`config.mk`:
```
export PLATFORM = sky130hd
export DESIGN_NAME = dec_round_key_store_flat
export DESIGN_NICKNAME = d
export VERILOG_FILES = /design/src/rtl/dec_round_key_store_pkg.sv /design/src/rtl/dec_round_key_store_if.sv /design/src/rtl/dec_round_key_store_ram.sv /design/src/rtl/dec_round_key_store.sv /design/src/flat_wrapper.sv
export SDC_FILE = /design/constraint.sdc
export NUM_CORES = 1
export LEC_CHECK = 0
export ABC_AREA = 0
export CORE_UTILIZATION = 25
export DETAILED_ROUTE_END_ITERATION = 6
export SLEW_MARGIN = 20
export SYNTH_ARGS = -nofsm -noshare
export SYNTH_HDL_FRONTEND = slang
export SYNTH_HIERARCHICAL = 1
export SYNTH_SLANG_ARGS = --single-unit
```
`constraint.sdc`:
```
create_clock -name clk -period 15.84 [get_ports clk]
set_input_delay 2.376 -clock clk [delete_from_list [all_inputs] [get_ports clk]]
set_output_delay 2.376 -clock clk [all_outputs]
set_load 0.02 [all_outputs]
```
`src/rtl/dec_round_key_store_pkg.sv`:
```
// Shared constants and types for the decryption round-key store.
// Round index width, key width, storage depth and FSM state encoding.
package dec_round_key_store_pkg;

    localparam int NUM_ROUNDS   = 10;
    localparam int ROUND_W      = 4;
    localparam int BLOCK_LENGTH = 128;
    localparam int DEPTH        = NUM_ROUNDS + 1;

    typedef logic [ROUND_W-1:0]      round_t;
    typedef logic [BLOCK_LENGTH-1:0] rkey_t;

    typedef enum logic [1:0] {
        IDLE,
        EXPAND,
        DRAIN,
        READY
    } kst_e;

    function automatic logic in_range(round_t r);
        return r <= round_t'(NUM_ROUNDS);
    endfunction

endpackage

```
`src/rtl/dec_round_key_store_if.sv`:
```
// Round-key read bus between the decryption datapath (master) and the store (slave).
// rd_en/rd_round request a key; rd_valid/rd_key return it one cycle later.
interface dec_round_key_store_if;
    import dec_round_key_store_pkg::*;

    logic   rd_en;
    round_t rd_round;
    logic   rd_valid;
    rkey_t  rd_key;

    modport master (
        output rd_en,
        output rd_round,
        input  rd_valid,
        input  rd_key
    );

    modport slave (
        input  rd_en,
        input  rd_round,
        output rd_valid,
        output rd_key
    );

endinterface

```
`src/rtl/dec_round_key_store_ram.sv`:
```
// Round-key storage: DEPTH x BLOCK_LENGTH, one write port, one registered read port.
// Ports: clk, we/waddr/wdata (write), re/raddr/rdata (read, rdata holds when re=0).
module dec_round_key_store_ram
    import dec_round_key_store_pkg::*;
(
    input  logic   clk,
    input  logic   we,
    input  round_t waddr,
    input  rkey_t  wdata,
    input  logic   re,
    input  round_t raddr,
    output rkey_t  rdata
);

    rkey_t mem [DEPTH];

    always_ff @(posedge clk) begin
        if (we) begin
            mem[waddr] <= wdata;
        end
        if (re) begin
            rdata <= mem[raddr];
        end
    end

endmodule

```
`src/rtl/dec_round_key_store.sv`:
```
// Steps the key generator through rounds 0..NUM_ROUNDS, stores the round keys and
// serves them by index. Ports: clk, rst (sync, active-low), key_load, gen_en,
// gen_round, gen_key, busy, keys_ready, rd (read bus slave).
module dec_round_key_store
    import dec_round_key_store_pkg::*;
(
    input  logic   clk,
    input  logic   rst,
    input  logic   key_load,
    output logic   gen_en,
    output round_t gen_round,
    input  rkey_t  gen_key,
    output logic   busy,
    output logic   keys_ready,
    dec_round_key_store_if.slave rd
);

    localparam round_t LAST = round_t'(NUM_ROUNDS);

    kst_e   state_q;
    kst_e   state_d;
    round_t cnt_q;
    round_t cnt_d;
    logic   rdy_set;
    logic   rdy_clr;

    logic   cap_vld;
    round_t cap_idx;

    logic   rd_acc;
    logic   rd_vld_q;
    logic   rd_zero;
    rkey_t  ram_q;

    always_ff @(posedge clk) begin
        if (!rst) begin
            state_q <= IDLE;
            cnt_q   <= '0;
        end else begin
            state_q <= state_d;
            cnt_q   <= cnt_d;
        end
    end

    always_comb begin
        state_d   = state_q;
        cnt_d     = cnt_q;
        gen_en    = 1'b0;
        gen_round = '0;
        busy      = 1'b0;
        rdy_set   = 1'b0;
        rdy_clr   = 1'b0;
        unique case (state_q)
            IDLE: begin
                if (key_load) begin
                    state_d = EXPAND;
                    cnt_d   = '0;
                end
            end
            EXPAND: begin
                gen_en    = 1'b1;
                gen_round = cnt_q;
                busy      = 1'b1;
                cnt_d     = cnt_q + 1'b1;
                if (cnt_q == LAST) begin
                    state_d = DRAIN;
                    cnt_d   = '0;
                end
            end
            DRAIN: begin
                // Last key is still in the capture stage; it lands this edge.
                busy    = 1'b1;
                rdy_set = 1'b1;
                state_d = READY;
            end
            READY: begin
                if (key_load) begin
                    state_d = EXPAND;
                    cnt_d   = '0;
                    rdy_clr = 1'b1;
                end
            end
        endcase
    end

    assign rd_acc = rd.rd_en && keys_ready;

    always_ff @(posedge clk) begin
        if (!rst) begin
            keys_ready <= 1'b0;
            cap_vld    <= 1'b0;
            cap_idx    <= '0;
            rd_vld_q   <= 1'b0;
            rd_zero    <= 1'b1;
        end else begin
            if (rdy_set) begin
                keys_ready <= 1'b1;
            end else if (rdy_clr) begin
                keys_ready <= 1'b0;
            end
            // Generator output is registered, so capture trails gen_en by one edge.
            cap_vld  <= gen_en;
            cap_idx  <= gen_round;
            rd_vld_q <= rd_acc;
            if (rd_acc) begin
                rd_zero <= !in_range(rd.rd_round);
            end
        end
    end

    dec_round_key_store_ram u_ram (
        .clk   (clk),
        .we    (cap_vld),
        .waddr (cap_idx),
        .wdata (gen_key),
        .re    (rd_acc && in_range(rd.rd_round)),
        .raddr (rd.rd_round),
        .rdata (ram_q)
    );

    // rd_zero covers reset and out-of-range reads, since the RAM itself has no reset.
    assign rd.rd_key   = rd_zero ? '0 : ram_q;
    assign rd.rd_valid = rd_vld_q;

endmodule
```
`src/flat_wrapper.sv`:
```
// flat-port wrapper written by rule: the top's interface ports become plain ports
module dec_round_key_store_flat import dec_round_key_store_pkg::*;
  (clk, rst, key_load, gen_en, gen_round, gen_key, busy, keys_ready, rd_rd_en, rd_rd_round, rd_rd_valid, rd_rd_key);
  dec_round_key_store_if rd_i ();
  input  logic clk;
  input  logic rst;
  input  logic key_load;
  output logic gen_en;
  output round_t gen_round;
  input  rkey_t gen_key;
  output logic busy;
  output logic keys_ready;
  input wire logic [$bits(rd_i.rd_en)-1:0] rd_rd_en;
  input wire logic [$bits(rd_i.rd_round)-1:0] rd_rd_round;
  output wire logic [$bits(rd_i.rd_valid)-1:0] rd_rd_valid;
  output wire logic [$bits(rd_i.rd_key)-1:0] rd_rd_key;
  assign rd_i.rd_en = rd_rd_en;
  assign rd_i.rd_round = rd_rd_round;
  assign rd_rd_valid = rd_i.rd_valid;
  assign rd_rd_key = rd_i.rd_key;
  dec_round_key_store u_core (.clk(clk), .rst(rst), .key_load(key_load), .gen_en(gen_en), .gen_round(gen_round), .gen_key(gen_key), .busy(busy), .keys_ready(keys_ready), .rd(rd_i));
endmodule
```
* Word level (Yosys, flattened, before mapping)
Memories as Yosys holds them, arrays and structs flattened. A register that Yosys moved wholly into a read port is not among the register bits. Cells that the tools add are included.
Operators by class: add/sub/neg operators 1, $lt $le $gt $ge 1, eq/ne operators 6, mux-type cells 17, reductions and logical operators 10
Operators with widths (number):
- 128-bit 2-to-1 mux | 1
- 4-bit 2-to-1 mux | 3
- 1-bit 2-to-1 mux | 9
- 4-bit case mux with 2 select lines | 1
- 2-bit case mux with 3 select lines | 1
- 4-bit by 1-bit adder with 4-bit output, second input constant | 1
- 2-bit == test, second input constant | 2
- 4-bit == test, second input constant | 1
- 4-bit <= comparator, second input constant | 1
- 2-bit 2-to-1 mux | 2
- 2-bit by 1-bit != test with 1-bit output, second input constant | 2
- 2-bit AND reduction | 2
- 2-bit nonzero test | 2
- 2-bit OR reduction | 2
- 2-bit by 1-bit == test with 1-bit output, second input constant | 1
- 1-bit logical AND | 2
- 2-bit zero test | 1
- 1-bit zero test | 1
Word-level totals: flip-flop bits (word level) 14, memory bits (writable) 1408, input port bits 136, output and inout port bits 136, memories kept 1
Memories:
- u_core.u_ram.mem | words 11, width 128, read ports 1, clocked after Yosys merged registers in 1, wr ports 1, RTL line dec_round_key_store_ram.sv:15 | rkey_t mem [DEPTH];

* Longest topological paths before layout
word-level depth 4, mapped depth 6, depth with buffers taken out 5

* Cells and area by module
Netlist, hierarchy kept.
Modules (own cells, without submodules):
- dec_round_key_store_ram | instances 1, cells an instance 3021, area an instance 58741.3 µm², sequential area each 46124.2 µm²
- dec_round_key_store | instances 1, cells an instance 210, area an instance 1500.2 µm², sequential area each 280.3 µm²

* Worst setup path before layout
OpenSTA, ideal clock, no wires.
path type flip-flop to flip-flop, from reg u_core.cap_vld, to mem u_core/u_ram/mem[0][0] in the netlist's numbering (enable), data arrival time 9456 ps, slack 5611 ps, cell stages (with the launch flop) 3, path buffers 0, path through dfxtp_1 -> or3b_2 -> nor3_1
Between the ends: cells in the longest elaborated chain, start to end 2
Ends and longest elaborated chain:
- start: declaration | RTL line dec_round_key_store.sv:27 | logic cap_vld;
- start signal: assignment | RTL line dec_round_key_store.sv:102 | cap_vld <= gen_en;
- 1-bit 2-to-1 mux | RTL line dec_round_key_store_ram.sv:18 | if (we) begin
- 1-bit 2-to-1 mux (not written as such) | RTL line dec_round_key_store_ram.sv:19 | mem[waddr] <= wdata;
- end: declaration | RTL line dec_round_key_store_ram.sv:15
Every way passes these cells.

* Final worst setup path
from in rd_rd_round[0], to reg u_core.u_ram.rdata[90], read port of u_core.u_ram.mem (data pin)
Between the ends: cells in the longest elaborated chain, start to end 2
Ends and longest elaborated chain:
- start: declaration | RTL line flat_wrapper.sv:14 | input wire logic [$bits(rd_i.rd_round)-1:0] rd_rd_round;
- 4-bit <= comparator | RTL line dec_round_key_store_pkg.sv:21 | return r <= round_t'(NUM_ROUNDS);
- 1-bit logical AND | RTL line dec_round_key_store.sv:116 | .re (rd_acc && in_range(rd.rd_round)),
- end: declaration | RTL line dec_round_key_store_ram.sv:12 | output rkey_t rdata
Parallel ways exist; a longest one is shown, timed or not. A chain may end at the register's enable or synchronous reset.

==> results.md <==
- Worst vdd ir: 100 µV
- Total CTS buffers: 166
- Rows: 179
- Area delta synth->final: 19.2%
- Initial antenna violation count: 34
- Setup crit end kind: flop
- Skew-Pair Late Insertion Delay: 0.82 ns
- Layout cells sized above 1: 19.2%
- Relative slew margins: 11.7%
- Vias post-DR: 30800
- Largest net degree at the start of global routing: 158
- RSZ-0062 raised after global routing: no
- CP Class: in -> reg
- Tightest Pin Transition: 1.32 ns
- YS warnings: 6
- CTS Buffer Depth: 3
- Post-synthesis mux area share: 11.5%
- Cells after synthesis: 3231
- Final #Nets: 3673
- Total Routing Usage GR: 12.6%
- Hold-fix buffers, CTS: 0
- DRC: 0
- CTS tree: built
- XOR/XNOR Fraction of Synth Area: 0%
- Clock skew: 0.0465 ns
- Crit start category: primary input
- DRT Pass-1 Iters: 5
- Cell Area, Synth: 0.0602 mm²
- Syn Area/Cell: 18.6 µm²
- Setup TNS Final: 0 ns
- Fin. Hold Viols: 0
- Final Max Slew Viols: 0
- Yosys cell types: 35
- Floorplan core area: 0.239 mm²
- Die height: 493 µm
- DRT iter0 DRCs: 2229
- Input/output buffers: 271
- Crit path DAT: 6.22 ns
- Hold slack final: 0.524 ns
- Static leakage power: 0.0227 µW
- Vias in the first global route: 31600
- First-pass GRT wire length: 223000 µm
- Via density: 4.51
- Ports: 272
- Root Buffer: clkbuf_16
- Outcome: complete, no violations
- Net Count, Synth: 3373
- # H-tree levels: 4
- Worst endpoint required time: 16.34 ns
- Post-DP HPWL: 79300 µm
- Final min period: 5.73 ns
- Max frequency: 175 MHz
- Clk sinks: 1550
- Post-CTS sizing: 0
- Adder-Cell Fraction of Synth Area: 0.125%
- Clock-pin slew on the worst setup and hold paths: 0.06 ns
- Post-synthesis compound-gate area fraction: 6.54%
- Fill cell count: 23400
- Post-Route WL: 156000 µm
- Initial Util: 25.2%
- Final Cycle Share: 36.1%
- Die area: 0.243 mm²
- Final Setup Violations: 0
- Pwr Density: 125 mW/mm²
- Die Wd: 493 µm
- Routed Antenna Nets: 0
- Post-CTS Setup Inserts: 0
- Post-synthesis sequential area ratio: 77.0%
- Largest family of logic cells by synthesized area: multiplexers
- Routability congestion estimate: 0.697
- Hold Path Class: reg -> reg
- Register bit count reported by yosys: 1550
- Average wire per standard cell: 22.8 µm
- CP max FO: 136
- Synth Area in Simple Gates: 3.08%
- GRT overflow: 0
- Max Cap Violations: 0
## state kept, by name (all words and copies together) (netlist names)
name	cells
u_core/keys_ready	1
u_core/u_ram/rdata	128
u_core/state_q	2
u_core/rd_zero	1
u_core/cap_idx	4
u_core/rd.rd_valid	1
u_core/u_ram/mem	1408
u_core/cap_vld	1
u_core/cnt_q	4
## metrics by stage
step | util [%] | power, µW | worst slack [ns] | instance area (µm²) | instances
detailed placement | 27.9 | 5310 | 9.38 | 66500 | 6530
global route | 30.1 | 9270 | 10.03 | 71800 | 6837
global placement | 27.9 | 5310 | 9.48 | 66500 | 6530
finish | 30.1 | 8960 | 10.12 | 71800 | 6839
floorplan | - | 5060 | 5.61 | 60200 | 3231
CTS | 30.1 | 9090 | 10.11 | 71800 | 6834
## area by class of cell
class,count,area [µm²],share of cell area (%)
Multi-Input combinational cell,1476,12900,17.9
Sequential cell,1550,46400,64.6
Inverter,5,18.8,0.0261
Antenna cell,5,12.5,0.0174
Tap cell,3167,3960,5.52
Clock inverter,104,980,1.36
Timing Repair Buffer,332,3260,4.54
Clock buffer,200,4300,5.99
## logic make-up (layout without fill, tap and decap cells)
group           Yosys count  count (layout)
mux                     642             642
flops                  1550            1550
fa+ha+maj                 6               6
simple gates            302             302
compound gates          526             526
buf+inv                 205             641
other cells               0               5
## critical path, cell delays in order
cell and delay, ns:
buf_8 0.39, buf_12 0.53, buf_4 0.84, buf_4 0.84, mux2_2 0.42, o22ai_1 0.19
o31ai_1 0.10
## placed cells by master, fill, tap and decap left out, types with 2 or more instances in the layout
| cell type | netlist | layout |
|---|---|---|
| clkinv_1 | 0 | 36 |
| nor2_4 | 0 | 9 |
| nand2_1 | 6 | 5 |
| clkinv_2 | 0 | 30 |
| nor3_2 | 0 | 3 |
| buf_8 | 0 | 3 |
| clkinv_8 | 0 | 4 |
| o211ai_1 | 129 | 129 |
| o21ai_0 | 4 | 4 |
| dfxtp_1 | 14 | 13 |
| clkinv_16 | 0 | 7 |
| clkinvlp_4 | 0 | 3 |
| ha_1 | 6 | 6 |
| and3_1 | 3 | 3 |
| nor2b_1 | 130 | 129 |
| buf_4 | 42 | 55 |
| and2_1 | 5 | 5 |
| mux2i_1 | 258 | 258 |
| inv_8 | 0 | 2 |
| buf_12 | 0 | 6 |
| clkbuf_1 | 106 | 33 |
| edfxtp_1 | 1536 | 1536 |
| inv_6 | 0 | 6 |
| nor2_1 | 11 | 2 |
| diode_2 | 0 | 5 |
| clkinv_4 | 0 | 7 |
| a21oi_1 | 3 | 2 |
| mux2_2 | 384 | 384 |
| clkbuf_16 | 0 | 167 |
| inv_1 | 5 | 5 |
| a22o_1 | 128 | 128 |
| o31ai_1 | 129 | 129 |
| clkdlybuf4s50_1 | 0 | 268 |
| bufinv_16 | 0 | 8 |
| o22ai_1 | 128 | 128 |
| nand3b_1 | 3 | 3 |
| nand2b_1 | 132 | 131 |
| nand3_1 | 5 | 5 |
## routing by layer
| layer | up-vias | track usage (%) | share of wire [%] |
|---|---|---|---|
| met3 | 259 | 3.00 | 6.3 |
| met2 | 869 | 21.2 | 49 |
| met5 | - | 0 | 0.15 |
| met4 | 36 | 3.24 | 2.1 |
| met1 | 16100 | 16.1 | 43 |
| li1 | 13600 | - | - |
## power breakdown
part / leakage (µW) / internal, µW / switching, µW
Sequential: 0.0139 / 4610 / 26.3
Clock: 0.00257 / 2090 / 1660
Combinational: 0.00615 / 204 / 373
## cell usage after synthesis (all sizes together)
master	number	area share, %
nand2	6	0.037
ha	6	0.12
o31ai	129	1.6
a22o	128	1.9
or4b	1	0.023
edfxtp	1536	77
a21boi	1	0.012
nand3b	3	0.037
a21o	1	0.012
inv	5	0.031
a211o	1	0.015
o22ai	128	1.3
mux2	384	7.2
nand2b	132	1.4
or3b	1	0.015
nor2b	130	1.4
nor2	11	0.069
a2bb2oi	1	0.015
nand3	5	0.042
buf	94	1.1
dfxtp	14	0.47
o21ai	4	0.033
o211ai	130	1.6
and2	5	0.052
clkbuf	106	0.66
a21oi	3	0.025
mux2i	258	4.3
and3	4	0.044
or2b	1	0.012
nor3	3	0.025
## worst paths after layout
| path | startpoint | endpoint | slack, ns | cells after the start |
|---|---|---|---|---|
| setup / recovery | rd_rd_round[0] | u_core/u_ram/rdata[90] | 10.12 | 7 |
| hold reg to reg | u_core/state_q[0] | u_core/state_q[0] | 0.52 | 2 |
| hold / removal | u_core/state_q[0] | u_core/state_q[0] | 0.52 | 2 |
| setup reg to reg | u_core/cap_vld | u_core/u_ram/mem[0][63] | 11.83 | 5 |
(Power assumes the default switching activity.)
